--- src/rtl/byte_serial_adder_if.sv ---
// Valid/ready bundle for the byte-serial adder: operand byte pairs in, sum bytes out.
interface byte_serial_adder_if;
  logic       in_valid;
  logic       in_ready;
  logic [7:0] in_a;
  logic [7:0] in_b;
  logic       in_last;
  logic       out_valid;
  logic       out_ready;
  logic [7:0] out_sum;
  logic       out_last;
  logic       out_cout;
  logic       out_ovf;
  logic       out_err;

  modport master (
    output in_valid, in_a, in_b, in_last, out_ready,
    input  in_ready, out_valid, out_sum, out_last, out_cout, out_ovf, out_err
  );

  modport slave (
    input  in_valid, in_a, in_b, in_last, out_ready,
    output in_ready, out_valid, out_sum, out_last, out_cout, out_ovf, out_err
  );
endinterface

--- src/rtl/byte_serial_adder.sv ---
// Multi-byte adder on one 8-bit adder: LSB-first byte pairs, carry chained in a flop,
// registered single-entry output stage.
//   state | meaning
//   IDLE  | first byte of a word expected; carry and counter are zero
//   BUSY  | inside a word; carry and counter hold the running state
module byte_serial_adder #(
  parameter int MAX_BYTES = 4,
  parameter int CNT_W     = 8
) (
  input logic               clk,
  input logic               rst_n,
  byte_serial_adder_if.slave bus
);

  typedef enum logic {IDLE, BUSY} state_t;

  localparam logic [CNT_W-1:0] LAST_IDX = CNT_W'(MAX_BYTES - 1);

  state_t           state_q, state_d;
  logic             carry_q, carry_d;
  logic [CNT_W-1:0] cnt_q, cnt_d;

  logic             out_valid_q;
  logic [7:0]       out_sum_q;
  logic             out_last_q, out_cout_q, out_ovf_q, out_err_q;

  logic             accept, consume, term, ovf;
  logic [8:0]       add;

  assign bus.in_ready = !out_valid_q || bus.out_ready;
  assign accept  = bus.in_valid && bus.in_ready;
  assign consume = out_valid_q && bus.out_ready;
  assign add     = {1'b0, bus.in_a} + {1'b0, bus.in_b} + {8'b0, carry_q};
  assign term    = bus.in_last || (cnt_q == LAST_IDX);
  assign ovf     = (bus.in_a[7] == bus.in_b[7]) && (add[7] != bus.in_a[7]);

  always_ff @(posedge clk or negedge rst_n) begin
    if (!rst_n) begin
      state_q <= IDLE;
      carry_q <= 1'b0;
      cnt_q   <= '0;
    end else begin
      state_q <= state_d;
      carry_q <= carry_d;
      cnt_q   <= cnt_d;
    end
  end

  always_comb begin
    state_d = state_q;
    carry_d = carry_q;
    cnt_d   = cnt_q;
    case (state_q)
      IDLE, BUSY: begin
        if (accept) begin
          if (term) begin
            state_d = IDLE;
            carry_d = 1'b0;
            cnt_d   = '0;
          end else begin
            state_d = BUSY;
            carry_d = add[8];
            cnt_d   = cnt_q + CNT_W'(1);
          end
        end
      end
      default: state_d = IDLE;
    endcase
  end

  // Flags only qualify the final byte of a word; intermediate bytes report zeros.
  always_ff @(posedge clk or negedge rst_n) begin
    if (!rst_n) begin
      out_valid_q <= 1'b0;
      out_sum_q   <= 8'h00;
      out_last_q  <= 1'b0;
      out_cout_q  <= 1'b0;
      out_ovf_q   <= 1'b0;
      out_err_q   <= 1'b0;
    end else if (accept) begin
      out_valid_q <= 1'b1;
      out_sum_q   <= add[7:0];
      out_last_q  <= term;
      out_cout_q  <= term && add[8];
      out_ovf_q   <= term && ovf;
      out_err_q   <= term && !bus.in_last;
    end else if (consume) begin
      out_valid_q <= 1'b0;
    end
  end

  assign bus.out_valid = out_valid_q;
  assign bus.out_sum   = out_sum_q;
  assign bus.out_last  = out_last_q;
  assign bus.out_cout  = out_cout_q;
  assign bus.out_ovf   = out_ovf_q;
  assign bus.out_err   = out_err_q;

endmodule

--- src/flat_wrapper.sv ---
// flat-port wrapper written by rule: the top's interface ports become plain ports
module byte_serial_adder_flat 
#(
  parameter int MAX_BYTES = 4,
  parameter int CNT_W     = 8
)
  (clk, rst_n, bus_in_valid, bus_in_a, bus_in_b, bus_in_last, bus_out_ready, bus_in_ready, bus_out_valid, bus_out_sum, bus_out_last, bus_out_cout, bus_out_ovf, bus_out_err);
  byte_serial_adder_if bus_i ();
  input logic clk;
  input logic rst_n;
  input wire logic [$bits(bus_i.in_valid)-1:0] bus_in_valid;
  input wire logic [$bits(bus_i.in_a)-1:0] bus_in_a;
  input wire logic [$bits(bus_i.in_b)-1:0] bus_in_b;
  input wire logic [$bits(bus_i.in_last)-1:0] bus_in_last;
  input wire logic [$bits(bus_i.out_ready)-1:0] bus_out_ready;
  output wire logic [$bits(bus_i.in_ready)-1:0] bus_in_ready;
  output wire logic [$bits(bus_i.out_valid)-1:0] bus_out_valid;
  output wire logic [$bits(bus_i.out_sum)-1:0] bus_out_sum;
  output wire logic [$bits(bus_i.out_last)-1:0] bus_out_last;
  output wire logic [$bits(bus_i.out_cout)-1:0] bus_out_cout;
  output wire logic [$bits(bus_i.out_ovf)-1:0] bus_out_ovf;
  output wire logic [$bits(bus_i.out_err)-1:0] bus_out_err;
  assign bus_i.in_valid = bus_in_valid;
  assign bus_i.in_a = bus_in_a;
  assign bus_i.in_b = bus_in_b;
  assign bus_i.in_last = bus_in_last;
  assign bus_i.out_ready = bus_out_ready;
  assign bus_in_ready = bus_i.in_ready;
  assign bus_out_valid = bus_i.out_valid;
  assign bus_out_sum = bus_i.out_sum;
  assign bus_out_last = bus_i.out_last;
  assign bus_out_cout = bus_i.out_cout;
  assign bus_out_ovf = bus_i.out_ovf;
  assign bus_out_err = bus_i.out_err;
  byte_serial_adder #(.MAX_BYTES(MAX_BYTES), .CNT_W(CNT_W)) u_core (.clk(clk), .rst_n(rst_n), .bus(bus_i));
endmodule
--- config.mk ---
export PLATFORM = sky130hd
export DESIGN_NAME = byte_serial_adder_flat
export DESIGN_NICKNAME = d
export VERILOG_FILES = /design/src/rtl/byte_serial_adder_if.sv /design/src/rtl/byte_serial_adder.sv /design/src/flat_wrapper.sv
export SDC_FILE = /design/constraint.sdc
export NUM_CORES = 1
export LEC_CHECK = 0
export BUFFER_PORTS_ARGS = -buffer_cell sky130_fd_sc_hd__buf_2
export CAP_MARGIN = 20
export CORE_ASPECT_RATIO = 0.9
export CORE_MARGIN = 2
export CORE_UTILIZATION = 52
export CTS_CLUSTER_SIZE = 28
export DETAILED_ROUTE_END_ITERATION = 7
export GPL_TIMING_DRIVEN = 0
export HOLD_SLACK_MARGIN = 0.03
export PLACE_DENSITY = 0.87
export REMOVE_ABC_BUFFERS = 1
export SYNTH_ARGS = -nofsm -noshare
export SYNTH_HDL_FRONTEND = slang
export SYNTH_SLANG_ARGS = --single-unit
--- constraint.sdc ---
create_clock -name clk -period 2.25 [get_ports clk]
set_input_delay 0 -clock clk [delete_from_list [all_inputs] [get_ports clk]]
set_output_delay 0 -clock clk [all_outputs]
set_load 0.01 [all_outputs]
* Word level (Yosys, flattened, before mapping)
Index checks and enable logic that the tools add are counted.
** Storage, ports and cells
- Memory bits (writable) :: 0
- Bits in latches :: 0
- Word-level logic and storage cells :: 29
- Input bits :: 21
- Output and inout bits :: 14
- Memories kept :: 0
- Memory bits (read-only) :: 0
- Flip-flop bits (word level) :: 22
** Operators by class
- Multipliers :: 0
- $add $sub $neg :: 3
- Equal/unequal tests :: 3
- Shift operators :: 0
- Bitwise gates (word level) :: 0
- Divide/modulo/power cells :: 0
- Reduce and logical (&&, ||, !) cells :: 11
- Muxes and demuxes :: 4
- Order comparisons :: 0
** Operators by type and width (number)
- adder 8 x 8 -> 9 bit :: 1
- adder 9 x 1 -> 9 bit :: 1
- adder 8 x 1 -> 8 bit (second input constant) :: 1
- equality test 8 x 2 -> 1 bit (second input constant) :: 1
- 2-to-1 mux 8 bit :: 1
- logical AND 1 bit :: 6
- 2-to-1 mux 1 bit :: 3
- zero test 1 bit :: 2
- logical OR 1 bit :: 2
- nonzero test 2 bit :: 1
- equality test 1 bit :: 1
- inequality test 1 bit :: 1

* Depth between registers and ports, before layout
- Depth in word-level cells :: 5
- Depth in mapped cells :: 8

* Worst setup path before layout
OpenSTA, ideal clock, no wires.
- Kind :: reg2reg
- From :: register u_core.carry_q
- To :: register u_core.out_sum_q[6], in the netlist u_core.bus.out_sum[6]
- Library setup time :: 0.130 ns
- Required time :: 2.120 ns
- Setup slack :: 0.523 ns
- Data arrival time :: 1.597 ns
- Stages on the path, launching flop included :: 9
- Cell sequence :: dfrtp_1 inv_1 fa_1 inv_1 fa_1 a21oi_1 o211ai_1 mux2_2 nand4_1
** Between the ends
- Longest elaborated chain between the ends :: 1
** RTL lines
- start, declared :: line byte_serial_adder.sv:20 : logic carry_q, carry_d;
- start signal, assigned :: line byte_serial_adder.sv:44 : carry_q <= carry_d;
- adder 9 x 1 -> 9 bit :: line byte_serial_adder.sv:33 : assign add = {1'b0, bus.in_a} + {1'b0, bus.in_b} + {8'b0, carry_q};
- end signal, assigned :: line byte_serial_adder.sv:82 : out_sum_q <= add[7:0];
- end, declared :: line byte_serial_adder.sv:24 : logic [7:0] out_sum_q;
Every way passes these cells.
A chain may end at the register's enable or synchronous reset.

* Final worst setup path
Same ends and word-level chain as after synthesis.

==> flow_metrics.tcl <==
set metrics [dict create \
    finalSetupViolCount 0 \
    path_cells "inv_1 -> fa_1 -> inv_1 -> fa_1 -> a21oi_1 -> o211ai_1 -> mux2_2 -> nand4_1" \
    grtUsageMet3_pct 4.938 \
    synthAdderAreaFrac_pct 10.21 \
    drc 0 \
    fillers 205 \
    cp_top_family "adder cells" \
    yosys_warnings 0 \
    synth_top_family_by_area "simple AND/OR/NAND/NOR gates" \
    cts.clk_slew.worst_paths_ns 0.13 \
    synth_area_leader_cell "dfrtp_1" \
    fp.coreArea_sq_um 2489 \
    busiest_layer "met2" \
    grt_max_degree 25 \
    ctsRootBufferMaster "clkbuf_4" \
    syn2layout_area_growth_pct 20.69 \
    synth_simple_gate_area_share_pct 23.25 \
    antenna_found_initial 0 \
    syn_avg_cell_area_sq_um 9.735 \
    slowest_delay_ns 0.40 \
    fin_skew_ns 0.002900 \
    htree_levels 1 \
    ys_seq_elements 22 \
    critPathSlowestCell "fa_1" \
    post-route-period-util_pct 88.05 \
    synth_top_area_share_pct 40.11 \
    synth_compound_area_share_pct 19.23 \
    cts_sinks 22 \
    use_met2_pct 41.10 \
    fmax_mhz 504.8 \
    worst_setup_path_start_kind "flip-flop" \
    ys_types 49 \
    synth_flop_cell "dfrtp_1" \
    final_common_cell "buf_2" \
    port_buffers 34 \
    status "complete, no violations" \
    die_w_um 58.16 \
    rsz0062_at_grt "no" \
    synth.yosys.seq_area_share_pct 40.11 \
    cts_buffer_depth 2 \
    layoutNonFillerInstCount 208 \
    finalSetupTns_ns 0 \
    grt_overflow 0 \
    grt_usage_pct 22.30 \
    netlist_top_cells_area "dfrtp_1, ha_1, nand2_1" \
    maxCapViolations 0 \
    cts-buffers-inserted 3 \
    dr.pass1.iters 6 \
    cp.arrival_ns 2.19 \
    drt-total-wl_um 2889 \
    dieArea_sq_um 3067 \
    ys_async_sr_fraction_pct 100.0 \
    synth_edf_count 0 \
    wl_per_cell_um 13.89 \
    p_leak_uw 0.0007873 \
    hold_viol 0 \
    met1_usage_pct 25.77 \
    p_per_area_nw_per_um2 653.8 \
    end_kind "flip-flop" \
    hpwl_um 2172 \
    design_area_sq_um 1657 \
    synthXorXnorAreaFrac_pct 3.191 \
    die_y_um 52.74 \
    syn-instance-count 141 \
    path_buf_inv 2 \
    cts_setup_buffers 0 \
    drtIter0Drc 34 \
    diodes 0 \
    ir_drop_mv 0.5479 \
    post_drt_via_cell_ratio 5.620 \
    gp_congestion 0.9077 \
    relSlewSlack_pct 48.21 \
    critPathRequiredTime_ns 2.46 \
    final_util_pct 66.57 \
    r2r_slack_ns 0.27 \
    cts_tree "done" \
    layout-drive-gt1-share_pct 27.22 \
    num_io_pins 35 \
    place_area_sq_um 1564 \
    fin_crit_ns 1.981 \
    antenna_left 0 \
    slew_viol_final 0 \
    initial_core_util_pct 55.15 \
    syn-cell-area_sq_um 1373 \
    grt_pass1_vias 1204 \
    max_slew.worst_pin.slew_ns 0.7750 \
    layout.nets 212 \
    critical_path_class "flip-flop to flip-flop" \
    holdCritPathClass "primary input to flip-flop" \
    route.vias.total 1169 \
    std_cell_rows 17 \
    muxShareOfSynthArea_pct 0.8204 \
    crit_fanout 3 \
    mostFrequentLayoutCells "buf_2, nand2_1, dfrtp_1" \
    worstSkewPairLatency_ns 0.32 \
    place_inst 200 \
    grt_pass1_wl_um 5147 \
]
-- timing repair --
item,4_1_cts,5_1_grt
hold buffers,4,0
endpoints found under the hold margin,24,0
gates resized for setup,0,0
-- cells in the mapped netlist, drive strengths merged, types with 2 or more instances --
library cell	number
a21oi	7
and2	2
o2bb2ai	2
o41ai	2
o21a	2
nand4b	2
a32o	2
a21o	2
nand2	27
o211ai	4
ha	8
nor2	4
nand3b	2
buf	2
nand3	2
nand2b	3
inv	8
xnor2	4
o21ai	11
dfrtp	22
fa	2
-- through the flow --
stage | total power (uW) | hold WS (ns) | setup slack (ns)
after global placement | 761.4 | -0.005637 | 0.3558
after CTS | 1088 | 0.04849 | 0.2956
after global routing | 1147 | 0.05378 | 0.07749
final | 1083 | 0.04595 | 0.2689
after detailed placement | 774.4 | -0.003242 | 0.3149
after floorplan | 664.0 | -0.2956 | 0.5212
-- area by class of cell --
type,instances,area [sq um],share of cell area (%)
Clock buffer,3,22.52,1.360
Tap cell,28,35.03,2.115
Sequential cell,22,550.5,33.23
Inverter,8,30.03,1.813
Clock inverter,1,30.03,1.813
Multi-Input combinational cell,108,778.2,46.98
Timing Repair Buffer,38,210.2,12.69
-- sequential cells by signal, indices dropped and copies added (netlist names) --
register and flops:
u_core.bus.out_err 1, u_core.bus.out_cout 1, u_core.cnt_q 8, u_core.bus.out_last 1
u_core.bus.out_sum 8, u_core.carry_q 1, u_core.bus.out_ovf 1, u_core.bus.out_valid 1
-- power by group --
group	leakage, uW	total, uW	internal [uW]	switching, uW
clock	0.0000279	312	180	131
combinational	0.000476	289	128	161
sequential	0.000284	482	448	33.8
-- final timing paths --
kind | from | endpoint | depth (start not counted)
worst min-delay path | bus_in_a[1] | u_core.bus.out_sum[1] | 4
min in group asynchronous | rst_n | u_core.bus.out_sum[0] | 2
worst max-delay path | u_core.carry_q | u_core.bus.out_sum[6] | 8
max in group asynchronous | rst_n | u_core.bus.out_sum[5] | 2
worst max register to register | u_core.carry_q | u_core.bus.out_sum[6] | 8
worst min register to register | u_core.bus.out_sum[0] | u_core.bus.out_sum[0] | 2
-- worst min-delay path: cells and delay by family --
family                     cells  cell delay (ns)
and+or+nand+nor                2             0.09
adders and majority gates      1             0.15
buffers and inverters          1             0.10
-- cell families (layout without fill, tap and decap cells) --
| kind of cell | count (synthesis) | after routing |
|---|---|---|
| simple gates | 55 | 55 |
| compound gates | 37 | 37 |
| flops | 22 | 22 |
| buf+inv | 11 | 50 |
| fa+ha+maj | 10 | 10 |
| xor+xnor | 5 | 5 |
| mux | 1 | 1 |
-- routing by layer --
layer	wire length, um	vias up
met3	142	4
li1	-	588
met2	1420	28
met4	31	0
met1	1295	549
met5	0	-
Note: power is estimated with default switching activity, not from simulation.
